[config.mk]
export PLATFORM = sky130hd
export DESIGN_NAME = dmem_arbiter_flat
export DESIGN_NICKNAME = d
export VERILOG_FILES = /design/src/rtl/dmem_arbiter_if.sv /design/src/rtl/dmem_arbiter.sv /design/src/flat_wrapper.sv
export SDC_FILE = /design/constraint.sdc
export NUM_CORES = 1
export LEC_CHECK = 0
export ABC_AREA = 1
export BUFFER_PORTS_ARGS = -buffer_cell sky130_fd_sc_hd__clkbuf_2
export CORE_AREA = 2 2 115 117
export DETAILED_ROUTE_END_ITERATION = 10
export DIE_AREA = 0 0 117 119
export HOLD_SLACK_MARGIN = 0.08
export PLACE_DENSITY_LB_ADDON = 0.15
export SLEW_MARGIN = 25
export SYNTH_ARGS = -nofsm -noshare
export SYNTH_HDL_FRONTEND = slang
export SYNTH_SLANG_ARGS = --single-unit
[constraint.sdc]
create_clock -name clk -period 2.6 [get_ports clk]
set_input_delay 0.78 -clock clk [delete_from_list [all_inputs] [get_ports clk]]
set_output_delay 0.78 -clock clk [all_outputs]
set_load 0.1 [all_outputs]
[src/rtl/dmem_arbiter_if.sv]
// Bus bundle for the data-memory arbiter: core M-stage port, host port and memory port.
// The arbiter uses the slave modport; whatever drives the requesters and memory uses master.
interface dmem_arbiter_if #(
    parameter int AW = 32,
    parameter int DW = 32
);
    logic          core_req;
    logic          core_we;
    logic [AW-1:0] core_addr;
    logic [DW-1:0] core_wdata;
    logic          core_stall;
    logic [DW-1:0] core_rdata;
    logic          core_rvalid;

    logic          host_req;
    logic          host_we;
    logic [AW-1:0] host_addr;
    logic [DW-1:0] host_wdata;
    logic          host_gnt;
    logic [DW-1:0] host_rdata;
    logic          host_rvalid;

    logic          mem_we;
    logic [AW-1:0] mem_addr;
    logic [DW-1:0] mem_wdata;
    logic [DW-1:0] mem_rdata;

    modport slave (
        input  core_req, core_we, core_addr, core_wdata,
        output core_stall, core_rdata, core_rvalid,
        input  host_req, host_we, host_addr, host_wdata,
        output host_gnt, host_rdata, host_rvalid,
        output mem_we, mem_addr, mem_wdata,
        input  mem_rdata
    );

    modport master (
        output core_req, core_we, core_addr, core_wdata,
        input  core_stall, core_rdata, core_rvalid,
        output host_req, host_we, host_addr, host_wdata,
        input  host_gnt, host_rdata, host_rvalid,
        input  mem_we, mem_addr, mem_wdata,
        output mem_rdata
    );
endinterface

[src/rtl/dmem_arbiter.sv]
// Shares the single-port data memory between the core M-stage and the host port.
// Core has priority; a saturating host wait counter forces a host grant after MAX_WAIT cycles.
module dmem_arbiter #(
    parameter int AW       = 32,
    parameter int DW       = 32,
    parameter int RD_LAT   = 1,
    parameter int MAX_WAIT = 4
) (
    input logic           clk,
    input logic           reset,
    dmem_arbiter_if.slave bus
);
    localparam logic [0:0] S_IDLE    = 1'b0;
    localparam logic [0:0] S_RD_WAIT = 1'b1;

    localparam int              WW       = $clog2(MAX_WAIT + 1);
    localparam logic [WW-1:0]   WAIT_MAX = WW'(MAX_WAIT);
    localparam logic [2:0]      LAT_INIT = 3'(RD_LAT > 0 ? RD_LAT - 1 : 0);

    logic [0:0]    state_q, state_d;
    logic          owner_q, owner_d;
    logic [2:0]    lat_cnt_q, lat_cnt_d;
    logic [WW-1:0] host_wait_q, host_wait_d;
    logic [AW-1:0] addr_q, addr_d;
    logic [DW-1:0] core_rdata_q, core_rdata_d;
    logic [DW-1:0] host_rdata_q, host_rdata_d;

    logic          is_idle;
    logic          host_starved;
    logic          grant_host;
    logic          grant_core;
    logic          win_we;
    logic [AW-1:0] win_addr;
    logic [DW-1:0] win_wdata;
    logic          rd_done;
    logic          issue_read;
    logic          core_rv;
    logic          host_rv;
    logic          core_stall;

    // The reset input is active-low; gating grants with it keeps every output quiet during reset.
    always_comb begin
        is_idle      = (state_q == S_IDLE);
        host_starved = bus.host_req && (host_wait_q == WAIT_MAX);
        grant_host   = reset && is_idle && (host_starved || (bus.host_req && !bus.core_req));
        grant_core   = reset && is_idle && bus.core_req && !host_starved;

        win_we    = grant_host ? bus.host_we    : bus.core_we;
        win_addr  = grant_host ? bus.host_addr  : bus.core_addr;
        win_wdata = grant_host ? bus.host_wdata : bus.core_wdata;

        rd_done    = !is_idle && (lat_cnt_q == 3'd0);
        issue_read = (grant_host || grant_core) && !win_we;

        core_rv = (grant_core && !bus.core_we && (RD_LAT == 0)) || (rd_done && !owner_q);
        host_rv = (grant_host && !bus.host_we && (RD_LAT == 0)) || (rd_done && owner_q);

        core_stall = reset && bus.core_req && !((grant_core && bus.core_we) || core_rv);

        state_d      = state_q;
        owner_d      = owner_q;
        lat_cnt_d    = lat_cnt_q;
        addr_d       = addr_q;
        host_wait_d  = host_wait_q;
        core_rdata_d = core_rv ? bus.mem_rdata : core_rdata_q;
        host_rdata_d = host_rv ? bus.mem_rdata : host_rdata_q;

        if (grant_host || grant_core) begin
            owner_d = grant_host;
            addr_d  = win_addr;
        end

        if (issue_read && (RD_LAT != 0)) begin
            state_d   = S_RD_WAIT;
            lat_cnt_d = LAT_INIT;
        end else if (rd_done) begin
            state_d = S_IDLE;
        end else if (!is_idle) begin
            lat_cnt_d = lat_cnt_q - 3'd1;
        end

        if (!bus.host_req || grant_host) begin
            host_wait_d = '0;
        end else if (host_wait_q != WAIT_MAX) begin
            host_wait_d = host_wait_q + WW'(1);
        end
    end

    // While a read is in flight the memory keeps seeing the latched address with writes blocked.
    assign bus.mem_we      = (grant_host || grant_core) && win_we;
    assign bus.mem_addr    = is_idle ? win_addr : addr_q;
    assign bus.mem_wdata   = win_wdata;
    assign bus.host_gnt    = grant_host;
    assign bus.core_stall  = core_stall;
    assign bus.core_rvalid = core_rv;
    assign bus.host_rvalid = host_rv;
    assign bus.core_rdata  = core_rv ? bus.mem_rdata : core_rdata_q;
    assign bus.host_rdata  = host_rv ? bus.mem_rdata : host_rdata_q;

    always_ff @(posedge clk or negedge reset) begin
        if (!reset) begin
            state_q      <= S_IDLE;
            owner_q      <= 1'b0;
            lat_cnt_q    <= 3'd0;
            host_wait_q  <= '0;
            addr_q       <= '0;
            core_rdata_q <= '0;
            host_rdata_q <= '0;
        end else begin
            state_q      <= state_d;
            owner_q      <= owner_d;
            lat_cnt_q    <= lat_cnt_d;
            host_wait_q  <= host_wait_d;
            addr_q       <= addr_d;
            core_rdata_q <= core_rdata_d;
            host_rdata_q <= host_rdata_d;
        end
    end
endmodule
[src/flat_wrapper.sv]
// flat-port wrapper written by rule: the top's interface ports become plain ports
module dmem_arbiter_flat 
#(
    parameter int AW       = 32,
    parameter int DW       = 32,
    parameter int RD_LAT   = 1,
    parameter int MAX_WAIT = 4
)
  (clk, reset, bus_core_req, bus_core_we, bus_core_addr, bus_core_wdata, bus_core_stall, bus_core_rdata, bus_core_rvalid, bus_host_req, bus_host_we, bus_host_addr, bus_host_wdata, bus_host_gnt, bus_host_rdata, bus_host_rvalid, bus_mem_we, bus_mem_addr, bus_mem_wdata, bus_mem_rdata);
  dmem_arbiter_if #(.AW(AW), .DW(DW)) bus_i ();
  input logic clk;
  input logic reset;
  input wire logic [$bits(bus_i.core_req)-1:0] bus_core_req;
  input wire logic [$bits(bus_i.core_we)-1:0] bus_core_we;
  input wire logic [$bits(bus_i.core_addr)-1:0] bus_core_addr;
  input wire logic [$bits(bus_i.core_wdata)-1:0] bus_core_wdata;
  output wire logic [$bits(bus_i.core_stall)-1:0] bus_core_stall;
  output wire logic [$bits(bus_i.core_rdata)-1:0] bus_core_rdata;
  output wire logic [$bits(bus_i.core_rvalid)-1:0] bus_core_rvalid;
  input wire logic [$bits(bus_i.host_req)-1:0] bus_host_req;
  input wire logic [$bits(bus_i.host_we)-1:0] bus_host_we;
  input wire logic [$bits(bus_i.host_addr)-1:0] bus_host_addr;
  input wire logic [$bits(bus_i.host_wdata)-1:0] bus_host_wdata;
  output wire logic [$bits(bus_i.host_gnt)-1:0] bus_host_gnt;
  output wire logic [$bits(bus_i.host_rdata)-1:0] bus_host_rdata;
  output wire logic [$bits(bus_i.host_rvalid)-1:0] bus_host_rvalid;
  output wire logic [$bits(bus_i.mem_we)-1:0] bus_mem_we;
  output wire logic [$bits(bus_i.mem_addr)-1:0] bus_mem_addr;
  output wire logic [$bits(bus_i.mem_wdata)-1:0] bus_mem_wdata;
  input wire logic [$bits(bus_i.mem_rdata)-1:0] bus_mem_rdata;
  assign bus_i.core_req = bus_core_req;
  assign bus_i.core_we = bus_core_we;
  assign bus_i.core_addr = bus_core_addr;
  assign bus_i.core_wdata = bus_core_wdata;
  assign bus_core_stall = bus_i.core_stall;
  assign bus_core_rdata = bus_i.core_rdata;
  assign bus_core_rvalid = bus_i.core_rvalid;
  assign bus_i.host_req = bus_host_req;
  assign bus_i.host_we = bus_host_we;
  assign bus_i.host_addr = bus_host_addr;
  assign bus_i.host_wdata = bus_host_wdata;
  assign bus_host_gnt = bus_i.host_gnt;
  assign bus_host_rdata = bus_i.host_rdata;
  assign bus_host_rvalid = bus_i.host_rvalid;
  assign bus_mem_we = bus_i.mem_we;
  assign bus_mem_addr = bus_i.mem_addr;
  assign bus_mem_wdata = bus_i.mem_wdata;
  assign bus_i.mem_rdata = bus_mem_rdata;
  dmem_arbiter #(.AW(AW), .DW(DW), .RD_LAT(RD_LAT), .MAX_WAIT(MAX_WAIT)) u_core (.clk(clk), .reset(reset), .bus(bus_i));
endmodule
==> reports/summary.txt, run 1 <==
Run status -> stopped before the end
Failed at -> global routing
Tool Error -> [ERROR GRT-0232] Routing congestion too high. Check the congestion heatmap in the GUI.
Pin count of the biggest net entering global routing -> 69
YS warnings -> 0
Tot GR Track Use -> 0.937
Synth unique cells -> 22
Post-Synthesis Cell Area -> 5180 um2
Main flop type after synthesis -> dfrtp_1
Gate Count Post-Synth -> 686
# hold bufs at CTS -> 0
Area after DPL -> 10,300 um2
TritonCTS buffer count -> 9
GPL Wtd Cong -> 0.773
PortBufs -> 298
Syn_area_per_cell -> 7.55 um2
Die Ht -> 119 um
Initial core utilization -> 0.403
Rows -> 42
Detailed placement HPWL -> 13,500 um
CTS root buf -> clkbuf_16
Share of flip-flops with an asynchronous set or reset -> 1.00
Total gr overflow -> 750
Die Wd -> 117 um
Register bit total from synthesis -> 104
Htree depth -> 3
End pin of the worst setup path after global-route repair -> bus_mem_addr[26]
CTS Buffer Depth -> 2
Io pins -> 299
CTS Sinks -> 104
Number of synthesized flops with an enable pin -> 0
Seq/Total Area, Yosys -> 0.502
Net Count, Synth -> 856
Worst endpoint type -> top-level output
cells in the mapped netlist (all sizes together), types with 2 or more instances:
cell type    n  area (um2)
nand2      270        1020
buf         31         215
or2          2        12.5
inv         80         300
dfrtp      104        2600
ha           4        50.1
clkbuf      10        37.5
a21oi        2        10.0
nand3        9        57.6
o21ai      162         811
nor2         8        35.0
kinds of logic after synthesis:
family / count (synthesis) / share of synthesized area
and+or+nand+nor: 290 / 0.218
AOI/OAI and AO/OA: 165 / 0.160
buffers and inverters: 121 / 0.107
DFF: 104 / 0.502
adders and majority gates: 4 / 0.00966
xor gates and xnor gates: 2 / 0.00338
layer usage:
layer / GRT overflow / GRT usage
met5: 0 / 0.337
met3: 6 / 0.707
met1: 6 / 0.881
met4: 278 / 1.10
met2: 460 / 1.14
through the flow:
stage               TNS [ps]  instances  setup slack (ps)  hold slack (ps)
CTS                   -19740       1228              -201              388
floorplan              -9870        686              -215              459
detailed placement     -9960       1176              -215              481
global placement       -8050       1176              -171              473
timing repair:
item                       in CTS
gates cloned                   17
gates resized for setup       210
setup buffers                  19
setup endpoints to repair     132
pin swaps                      31
==> inputs of run 2 (changes only) <==
--- a/config.mk
+++ b/config.mk
@@ -7,10 +7,9 @@
 export LEC_CHECK = 0
 export ABC_AREA = 1
 export BUFFER_PORTS_ARGS = -buffer_cell sky130_fd_sc_hd__clkbuf_2
-export CORE_AREA = 2 2 115 117
+export CORE_MARGIN = 2
+export CORE_UTILIZATION = 31
 export DETAILED_ROUTE_END_ITERATION = 10
-export DIE_AREA = 0 0 117 119
-export HOLD_SLACK_MARGIN = 0.08
 export PLACE_DENSITY_LB_ADDON = 0.15
 export SLEW_MARGIN = 25
 export SYNTH_ARGS = -nofsm -noshare
==> run 2 against run 1 <==
The flow now finishes, with violations (setup timing). Area after synthesis unchanged. Synthesized cell count stayed put.
==> reports/summary.txt, run 2 <==
Number of synthesized flops with an enable pin -> 0
Minimum clock period after layout -> 2860 ps
Placed Cells -> 1,220
Final instance area -> 12,600 um2
Seq/Total Area, Yosys -> 0.502
CP Max Fanout -> 13
Share of flip-flops with an asynchronous set or reset -> 1.00
Initial antenna violation count -> 0
Run status -> finished, violations left
RSZ-0062 raised after global routing -> yes
Failing checks -> setup timing
Max-cap violation count -> 0
Hold Vio Cnt, Final -> 0
TritonCTS buffer count -> 9
P per Cell Area -> 935 nW/um2
Worst Setup Start Kind -> primary input
Final Cycle Share -> 1.10
Most frequent cells in the layout -> 164 x clkbuf_2, 146 x buf_12, 131 x nand2_1, 113 x o21ai_4, 102 x dfrtp_1
Setup ws final -> -255 ps
Die Wd -> 133 um
Die Area -> 17,800 um2
Rows -> 47
Top flop regs -> u_core.addr_q (32), u_core.core_rdata_q (32), u_core.host_rdata_q (32)
Worst-case reg-to-reg path depth -> 14
Register bit total from synthesis -> 104
R2r endpoint -> u_core.host_wait_q[0]
Fin cells -> 1,289
DRC Markers -> 0
Post-synth top cells -> 269 x nand2_1, 159 x o21ai_1, 104 x dfrtp_1
Io pins -> 299
Syn_area_per_cell -> 7.55 um2
Area after DPL -> 10,300 um2
Post-Synthesis Cell Area -> 5180 um2
Main flop type after synthesis -> dfrtp_1
Ratio of cells with drive above 1 in the final layout -> 0.669
Slew HR -> 0.398
Drt initial violations -> 318
Reg-to-reg slack, setup -> 640 ps
Clk Latency, worst-skew pair -> 360 ps
First-pass GRT wire length -> 33,600 um
Clk slew on worst S/H paths -> 70 ps
Via density -> 4.68
Htree depth -> 3
Gate Count Post-Synth -> 686
Net Count, Synth -> 856
Total gr overflow -> 0
Critical Path RT -> 1820 ps
Max Fclk -> 350 MHz
Synth top area share -> 0.502
Hold WS -> 438 ps
Tot GR Track Use -> 0.241
Initial core utilization -> 0.315
YS warnings -> 0
Commonest non-fill, non-tap cell in the layout -> clkbuf_2
Max VDD drop -> 0.941 mV
Ant diodes -> 0
Pin count of the biggest net entering global routing -> 69
CTS root buf -> clkbuf_16
Clk_skew -> 9.78 ps
Max Slew Vio Count -> 0
P&R area growth vs syn -> 143%
GPL Wtd Cong -> 0.769
# hold bufs at CTS -> 0
Detailed placement HPWL -> 13,300 um
Final Util -> 0.765
CTS tree -> yes
Antenna-violating nets left -> 0
CP endpoint kind -> primary output
Total core area -> 16,500 um2
Count leader, synth -> nand2_1
Yosys top cell by area -> dfrtp_1
Leakage -> 0.00611 uW
Synth top area cells -> dfrtp_1 50%, nand2_1 19%, o21ai_1 15%
Tightest Pin Transition -> 903 ps
CTS Buffer Depth -> 2
Vias in the first global route -> 6,264
Hold crit path type -> primary input to asynchronous set/reset pin
Crit path kind -> primary input to primary output
PortBufs -> 298
CTS Sinks -> 104
Synth unique cells -> 22
Endpoints failing setup -> 132
RR Startpoint -> u_core.host_wait_q[0]
Worst path arrival time -> 2080 ps
Final wirelength -> 21,900 um
WL/cell -> 17.0 um
Via Count -> 6,031
Die Ht -> 133 um
Final #Nets -> 1,235
DRT Pass-1 Iters -> 4
run 2: cell counts after synthesis:
No cell type changed its count.
run 2: area by class of cell:
class	instances	area, um2
Clock buffer	9	225
Clock inverter	6	68.8
Fill cell	1024	3870
Inverter	80	343
Multi-Input combinational cell	463	4140
Sequential cell	104	2610
Tap cell	220	275
Timing Repair Buffer	407	4940
run 2: worst max-delay path by stage:
stage | from | endpoint | slack [ps] | cells after the start
floorplan | u_core.lat_cnt_q[0] | bus_core_rdata[10] | -220 | 7
global placement | reset | bus_mem_addr[20] | -210 | 8
detailed placement | reset | bus_mem_addr[20] | -220 | 8
CTS | u_core.host_wait_q[0] | bus_mem_addr[25] | -260 | 11
global route | u_core.host_wait_q[0] | bus_mem_addr[14] | -340 | 11
finish | reset | bus_mem_addr[14] | -260 | 10
run 2: stage by stage:
step,worst slack (ps),setup TNS [ps],total power (uW)
2_1_floorplan,-215,-9870,7060
3_3_place_gp,-214,-8130,9670
3_5_place_dp,-221,-9290,9740
4_1_cts,-256,-26840,11700
5_1_grt,-344,-39250,12200
6_report,-255,-26580,11800
run 2: timing repair:
item | in CTS | in global routing
setup buffers | 24 | 8
gates resized for setup | 217 | 71
pin swaps | 38 | 48
endpoints found under the setup margin | 133 | 133
gates cloned | 16 | 6
run 2: kinds of logic (layout without fill, tap and decap cells):
family	Yosys count	count (layout)	share of synthesized area
adders and majority gates	4	4	0.00966
xor gates and xnor gates	2	2	0.00338
buffers and inverters	121	502	0.107
AOI/OAI and AO/OA	165	165	0.160
and+or+nand+nor	290	292	0.218
DFF	104	104	0.502
run 2: power by group:
group	internal [uW]	leakage [uW]	total [uW]	switching, uW
clock network	751	0.000148	1390	641
logic	2890	0.00468	8120	5230
registers	2070	0.00128	2280	207
run 2: layer usage:
| layer | vias up | track usage | part of all wire |
|---|---|---|---|
| met4 | 0 | 0.0544 | 0.018 |
| met5 | - | 0 | 0 |
| met2 | 192 | 0.419 | 0.53 |
| met3 | 40 | 0.0837 | 0.071 |
| met1 | 2893 | 0.287 | 0.38 |
| li1 | 2906 | - | - |
run 2: critical path: stages:
cell and delay, ps:
buf_4 160, inv_12 30, nor2_4 120, nand3_4 130, buf_12 160, buf_12 150, nand2_2 70, o21ai_2 80
o21ai_4 180, buf_12 190
(Power assumes the default switching activity.)
